--- src/rtl/apb_slave_mem.sv ---
// rtl/apb_slave_mem.sv - APB slave backed by a small word memory with programmable wait states.
module apb_slave_mem #(
    parameter int DEPTH       = 16,
    parameter int WAIT_CYCLES = 2
) (
    input  logic        clock,
    input  logic        reset,
    input  logic        PSEL,
    input  logic        PENABLE,
    input  logic        PWRITE,
    input  logic [31:0] PADDR,
    input  logic [31:0] PWDATA,
    output logic [31:0] PRDATA,
    output logic        PREADY,
    output logic        PSLVERR
);

    localparam int          AW        = (DEPTH > 1) ? $clog2(DEPTH) : 1;
    localparam logic [31:0] LIMIT     = 32'(DEPTH * 4);
    localparam logic [3:0]  WAIT_INIT = 4'(WAIT_CYCLES);

    typedef enum logic [1:0] {IDLE, SETUP, ACCESS} state_t;

    state_t        state_q;
    state_t        state;
    state_t        state_d;
    logic [3:0]    cnt_q;
    logic [AW-1:0] idx_q;
    logic          err_q;
    logic          wr_q;
    logic [31:0]   wdata_q;
    logic [31:0]   mem [DEPTH];

    logic          bus_err;
    logic [AW-1:0] bus_idx;
    logic          rd_load;
    logic          rd_err;
    logic [AW-1:0] rd_idx;

    assign bus_err = (PADDR[1:0] != 2'b00) || (PADDR >= LIMIT);
    assign bus_idx = PADDR[AW+1:2];

    // The setup phase is recognised in the cycle the bridge presents it, so the
    // first access cycle already runs against the latched request.
    always_comb begin
        state   = state_q;
        state_d = IDLE;
        PREADY  = 1'b0;
        if (state_q == IDLE && PSEL && !PENABLE) begin
            state = SETUP;
        end
        case (state)
            IDLE:    state_d = IDLE;
            SETUP:   state_d = ACCESS;
            ACCESS: begin
                if (!(PSEL && PENABLE)) begin
                    state_d = IDLE;
                end else if (cnt_q == 4'd0) begin
                    PREADY  = 1'b1;
                    state_d = IDLE;
                end else begin
                    state_d = ACCESS;
                end
            end
            default: state_d = IDLE;
        endcase
        PSLVERR = PREADY && err_q;
    end

    // Read data is fetched on the edge that opens the completion cycle.
    always_comb begin
        rd_load = 1'b0;
        rd_idx  = idx_q;
        rd_err  = err_q;
        if (state == SETUP) begin
            rd_idx  = bus_idx;
            rd_err  = bus_err;
            rd_load = !PWRITE && (WAIT_INIT == 4'd0);
        end else if (state == ACCESS) begin
            rd_load = !wr_q && PSEL && PENABLE && (cnt_q == 4'd1);
        end
    end

    always_ff @(posedge clock) begin
        if (reset) begin
            state_q <= IDLE;
            cnt_q   <= 4'd0;
            idx_q   <= '0;
            err_q   <= 1'b0;
            wr_q    <= 1'b0;
            wdata_q <= 32'd0;
            PRDATA  <= 32'd0;
            for (int i = 0; i < DEPTH; i++) begin
                mem[i] <= 32'd0;
            end
        end else begin
            state_q <= state_d;
            if (state == SETUP) begin
                idx_q   <= bus_idx;
                err_q   <= bus_err;
                wr_q    <= PWRITE;
                wdata_q <= PWDATA;
                cnt_q   <= WAIT_INIT;
            end else if (state == ACCESS && PSEL && PENABLE && cnt_q != 4'd0) begin
                cnt_q <= cnt_q - 4'd1;
            end else begin
                cnt_q <= 4'd0;
            end
            if (rd_load) begin
                PRDATA <= rd_err ? 32'd0 : mem[rd_idx];
            end
            if (PREADY && wr_q && !err_q) begin
                mem[idx_q] <= wdata_q;
            end
        end
    end

endmodule
--- config.mk ---
export PLATFORM = sky130hd
export DESIGN_NAME = apb_slave_mem
export DESIGN_NICKNAME = d
export VERILOG_FILES = /design/src/rtl/apb_slave_mem.sv
export SDC_FILE = /design/constraint.sdc
export NUM_CORES = 1
export LEC_CHECK = 0
export BUFFER_PORTS_ARGS = -buffer_cell sky130_fd_sc_hd__buf_2
export CORE_MARGIN = 2
export CORE_UTILIZATION = 60
export DETAILED_ROUTE_END_ITERATION = 6
export PLACE_DENSITY = 0.78
export SYNTH_ARGS = -nofsm -noshare
export SYNTH_HDL_FRONTEND = slang
export SYNTH_SLANG_ARGS = --single-unit
--- constraint.sdc ---
create_clock -name clock -period 2.8 [get_ports clock]
set_input_delay 0 -clock clock [delete_from_list [all_inputs] [get_ports clock]]
set_output_delay 0 -clock clock [all_outputs]
set_load 0.005 [all_outputs]
## Word-level counts from Yosys, hierarchy flattened

Memory sizes are Yosys's and may differ from the RTL's.
Index checks and enable logic that the tools add are counted.

- Word-level logic and storage cells: 59
- Memory bits (writable): 512
- Input bits: 69
- Memories kept: 1
- Register bits: 76
- Output and inout bits: 34

Memory list:

| memory | depth | width | rd ports | clocked after memory_dff | wr ports | line | text |
|---|---|---|---|---|---|---|---|
| mem | 16 | 32 | 1 | 0 | 16 | 32 | `logic [31:0] mem [DEPTH];` |

- Equality and inequality tests: 3
- $add $sub $neg: 1
- $lt $le $gt $ge: 1
- Muxes and demuxes: 22
- Reductions and logical operators: 22
- Bitwise gates (word level): 1

Operator list:

| kind | number |
|---|---|
| $mux 32 | 2 |
| $ge 32x7->1 const B | 1 |
| $reduce_or 32->1 | 1 |
| $logic_and 1x1->1 | 12 |
| $mux 1 | 12 |
| $mux 2 | 5 |
| $mux 4 | 2 |
| $eq 4x1->1 const B | 1 |
| $logic_not 4->1 | 1 |
| $pmux 2 s2 | 1 |
| $reduce_bool 4->1 | 1 |
| $sub 4x1->4 const B | 1 |
| $logic_not 1->1 | 3 |
| $reduce_or 3->1 | 1 |
| $eq 2x1->1 const B | 1 |
| $eq 2x2->1 const B | 1 |
| $logic_not 2->1 | 1 |
| $reduce_bool 2->1 | 1 |
| $logic_or 1x1->1 | 1 |
| $not 1->1 | 1 |

## Longest topological paths before layout

- Depth after elaboration: 13
- Gate-level depth with buffers: 10
- Gate-level depth less buffers: 7

## Worst setup path before layout

Ideal clock, no wire load.

- Path type: reg-to-reg
- From: register cnt_q[0]
- To: memory mem[8][0], enable pin
- Setup time: 0.375 ns
- Clock period less this slack: 2.414 ns
- Arrival: 2.039 ns
- Stages on the path, launching flop included: 8
- Setup slack: 0.386 ns
- Required time: 2.425 ns
- Cell sequence: dfxtp_1 inv_1 ha_1 nor4b_2 and3_1 nand3b_1 nor3_1 or2_2

RTL lines:

| element | line | text |
|---|---|---|
| start: declaration | 27 | `logic [3:0] cnt_q;` |
| start signal: assignment | 105 | `cnt_q <= cnt_q - 4'd1;` |
| end: declaration | 32 |  |

## Worst setup path in the final report

- From: register state_q[1]
- To: register PRDATA[19]

- Word-level cells in the longest chain between the ends: 8
- Elaborated cells between the ends (all ways): 12

Ends and longest elaborated chain:

| element | line | text |
|---|---|---|
| start: declaration | 24 | `state_t state_q;` |
| start signal: assignment | 97 | `state_q <= state_d;` |
| $logic_not 2->1 | 49 | `if (state_q == IDLE && PSEL && !PENABLE) begin` |
| $logic_and 1x1->1 (2 in a row) | 49 |  |
| $mux 2 * | 49 |  |
| $eq 2x1->1 | 75 | `if (state == SETUP) begin` |
| $mux 4 | n/a |  |
| $mem_v2 16x32 | n/a |  |
| $mux 32 | 110 | `PRDATA <= rd_err ? 32'd0 : mem[rd_idx];` |
| end signal: assignment | 110 |  |
| end: declaration | 13 | `output logic [31:0] PRDATA,` |

Mark *: on every way between the ends. The rest lies on a longest branch, timed or not.
A chain may end at the register's enable or synchronous reset.

==> results.json <==
{
  "finClkSkew_ns": 0.0246,
  "fp.coreArea_mm2": 0.0444,
  "placementRows": 77,
  "drt_wl_total_mm": 77.9,
  "timing.setup.tns_ns": 0,
  "buf_inv_on_cp": 1,
  "initialDrtViolationCount": 2466,
  "crit_fanout": 19,
  "synth.avg_cell_area_um2": 10.9,
  "gp_congestion": 0.875,
  "synth_top_flop_cell": "sky130_fd_sc_hd__edfxtp_1",
  "cts-buffers-inserted": 57,
  "die_w_um": 217,
  "power.ir.vdd_worst_mv": 0.474,
  "grt_max_degree": 62,
  "routedLengthMet1_mm": 28.4,
  "layout.cells.most_common": "sky130_fd_sc_hd__nand2_1",
  "worst_skew_pair.late_latency_ns": 0.63,
  "timing_worst_slew_pin_value_ns": 0.810,
  "postSynthCellCount": 2495,
  "tritoncts": "yes",
  "critical_path_s_slowest_cell": "sky130_fd_sc_hd__nor4_1",
  "drt_pre_antenna_iters": 6,
  "syn_to_final_growth_pct": 14.8,
  "clk_path_buf_depth": 3,
  "number_of_violations_of_the_max_capacitance_limit": 0,
  "timing.setup.critical_path_class": "register to register",
  "design.die.area_mm2": 0.0469,
  "layout-drive-gt1-share": 0.140,
  "ys_seq_area_frac": 0.623,
  "power.density_cell_area_mw_per_mm2": 606,
  "most_used_cells_in_the_layout_excluding_fill_and_tap_cells": "sky130_fd_sc_hd__nand2_1, sky130_fd_sc_hd__and2_1, sky130_fd_sc_hd__edfxtp_1",
  "internal_dissipation_mw": 14.4,
  "antenna_cells_inserted": 0,
  "port-buffer-count": 102,
  "chipHeight_um": 217,
  "grt_antenna_before_repair": 1,
  "cts_sinks": 587,
  "floorplan.initialDensity": 0.610,
  "switching_share": 0.236,
  "dp_hpwl_mm": 46.0,
  "yosysWarnings": 0,
  "remaining_drc_errors": 0,
  "grt_pass1_wl_mm": 117,
  "finalCritPeriodShare": 0.985,
  "total_power_mw": 18.9,
  "antenna_violating_nets_post_route": 0,
  "post_synth_instance_area_mm2": 0.0271,
  "pwr-share-comb": 0.080,
  "ys_ff_latch": 587,
  "setup-violations-final": 0,
  "slew_violations": 0,
  "netlist-cell-type-count": 40,
  "top_layer_used": "met5",
  "grt-ovfl-total": 0,
  "critical-path-top-delay-family": "simple AND/OR/NAND/NOR gates",
  "p_seq_frac": 0.528,
  "slew_headroom": 0.455,
  "post_drt_wl_per_cell_um": 23.8,
  "switching_power_mw": 4.46,
  "timing.critical_path.from_type": "register",
  "routed-wl-met3_mm": 9.81,
  "cts-htree-levels": 2,
  "maxClockFrequency_mhz": 363,
  "outcome": "finished clean",
  "finalHoldViolCount": 0,
  "async_reset_ff_frac": 0,
  "detailroute.via_count": 19949,
  "design.final.nets": 2706,
  "track_usage": 0.335,
  "static_power_due_to_leakage_nw": 11.7,
  "min_period_ns": 2.76,
  "hold_path_class": "input pin to register",
  "critical_path_arrival_ns": 3.24,
  "timing.critical_path.cells": "or3b_4 -> mux2i_4 -> nand2_1 -> buf_4 -> a21oi_1 -> nor4_1 -> o31ai_1",
  "root_buffer": "sky130_fd_sc_hd__clkbuf_16",
  "required_ns": 3.28,
  "clk_pin_slew_worst_paths_ns": 0.06,
  "first_global_vias": 20015,
  "drt-vias-per-instance": 6.10,
  "post_synth_edffs": 512,
  "timing.critical_path.to_type": "register",
  "detailroute.wirelength.met2_mm": 36.6,
  "floorplan.io_pins": 103,
  "slowest_delay_ns": 0.69,
  "post_synthesis_net_count": 2567,
  "clock_power_share": 0.392
}
## final cells by class
class                      instances  area (um2)
sequential                       587       16900
fill                            3042       13300
multi-input combinational       1706        9570
timing repair buffer             279        2130
clock buffer                      87        1650
tap                              592         741
clock inverter                    18         124
inverter                           3        11.3
## layer usage
| layer | up-vias | global-route usage |
|---|---|---|
| li1 | 8838 | - |
| met1 | 9631 | 0.447 |
| met2 | 1251 | 0.533 |
| met3 | 227 | 0.0738 |
| met4 | 2 | 0.143 |
| met5 | - | 0 |
## synth_stat cells, drive strengths merged, types with 16 or more instances
master,count,share of area
o31ai,34,0.011
dfxtp,75,0.055
nand2,568,0.079
nor2,29,0.0040
clkbuf,148,0.020
a21oi,166,0.031
nor4,39,0.011
buf,51,0.0094
and2,513,0.12
or2,16,0.0037
mux2i,108,0.041
edfxtp,512,0.57
nand3,159,0.029
nor3,25,0.0046
## logic make-up (layout without fill, tap and decap cells)
family,after synthesis,count (layout),share of synthesized area
AND/OR/NAND/NOR,1369,1369,0.256
flip-flops,587,587,0.623
AO/OA/AOI/OAI,221,221,0.0472
buffers and inverters,202,387,0.0303
multiplexers,111,111,0.0422
adder cells (fa/ha/maj),3,3,0.00138
XOR/XNOR,2,2,0.000646
## worst register-to-register path: stages (launching register included)
cell and delay, ns:
sky130_fd_sc_hd__dfxtp_1 0.34, sky130_fd_sc_hd__or3b_4 0.53, sky130_fd_sc_hd__mux2i_4 0.25, sky130_fd_sc_hd__nand2_1 0.20, sky130_fd_sc_hd__buf_4 0.35, sky130_fd_sc_hd__a21oi_1 0.10
sky130_fd_sc_hd__nor4_1 0.69, sky130_fd_sc_hd__o31ai_1 0.17
## registers in the layout, summed over array words and instances, names as in the netlist, named ones only
register / count
PRDATA: 32
cnt_q: 4
idx_q: 4
mem: 512
state_q: 1
wdata_q: 32
wr_q: 1
## stage by stage
stage | instances | instance area (um2) | setup WS [ns] | utilization | hold slack [ns]
finish | 3272 | 31100 | 0.0428 | 0.700 | 0.0658
global route | 3272 | 31100 | -0.0494 | 0.700 | 0.0839
CTS | 3269 | 31000 | 0.0590 | 0.698 | 0.0305
detailed placement | 3108 | 28700 | 0.0918 | 0.646 | 0.248
global placement | 3108 | 28700 | 0.195 | 0.646 | 0.240
floorplan | 2495 | 27100 | 0.386 | - | 0.136
## power groups by stage
stage / clock network [mW] / logic [mW] / registers (mW)
2_1_floorplan: 0 / 0.870 / 10.0
3_3_place_gp: 0 / 1.37 / 10.1
3_5_place_dp: 0 / 1.40 / 10.1
4_1_cts: 7.42 / 1.46 / 9.95
5_1_grt: 7.75 / 1.60 / 9.98
6_report: 7.40 / 1.50 / 9.96
## timing repair
item	in CTS	in global routing
hold buffers	56	0
setup buffers	0	2
endpoints found under the hold margin	42	0
gates resized for setup	0	8
setup endpoints to repair	0	32
## worst paths after layout
kind               from          to  slack, ns  cells past startpoint
min             PENABLE  wdata_q[2]       0.07                      5
min reg2reg  PRDATA[11]  PRDATA[11]       0.46                      2
max          state_q[1]  PRDATA[19]       0.04                      7
max reg2reg  state_q[1]  PRDATA[19]       0.04                      7
(Power assumes the default switching activity.)
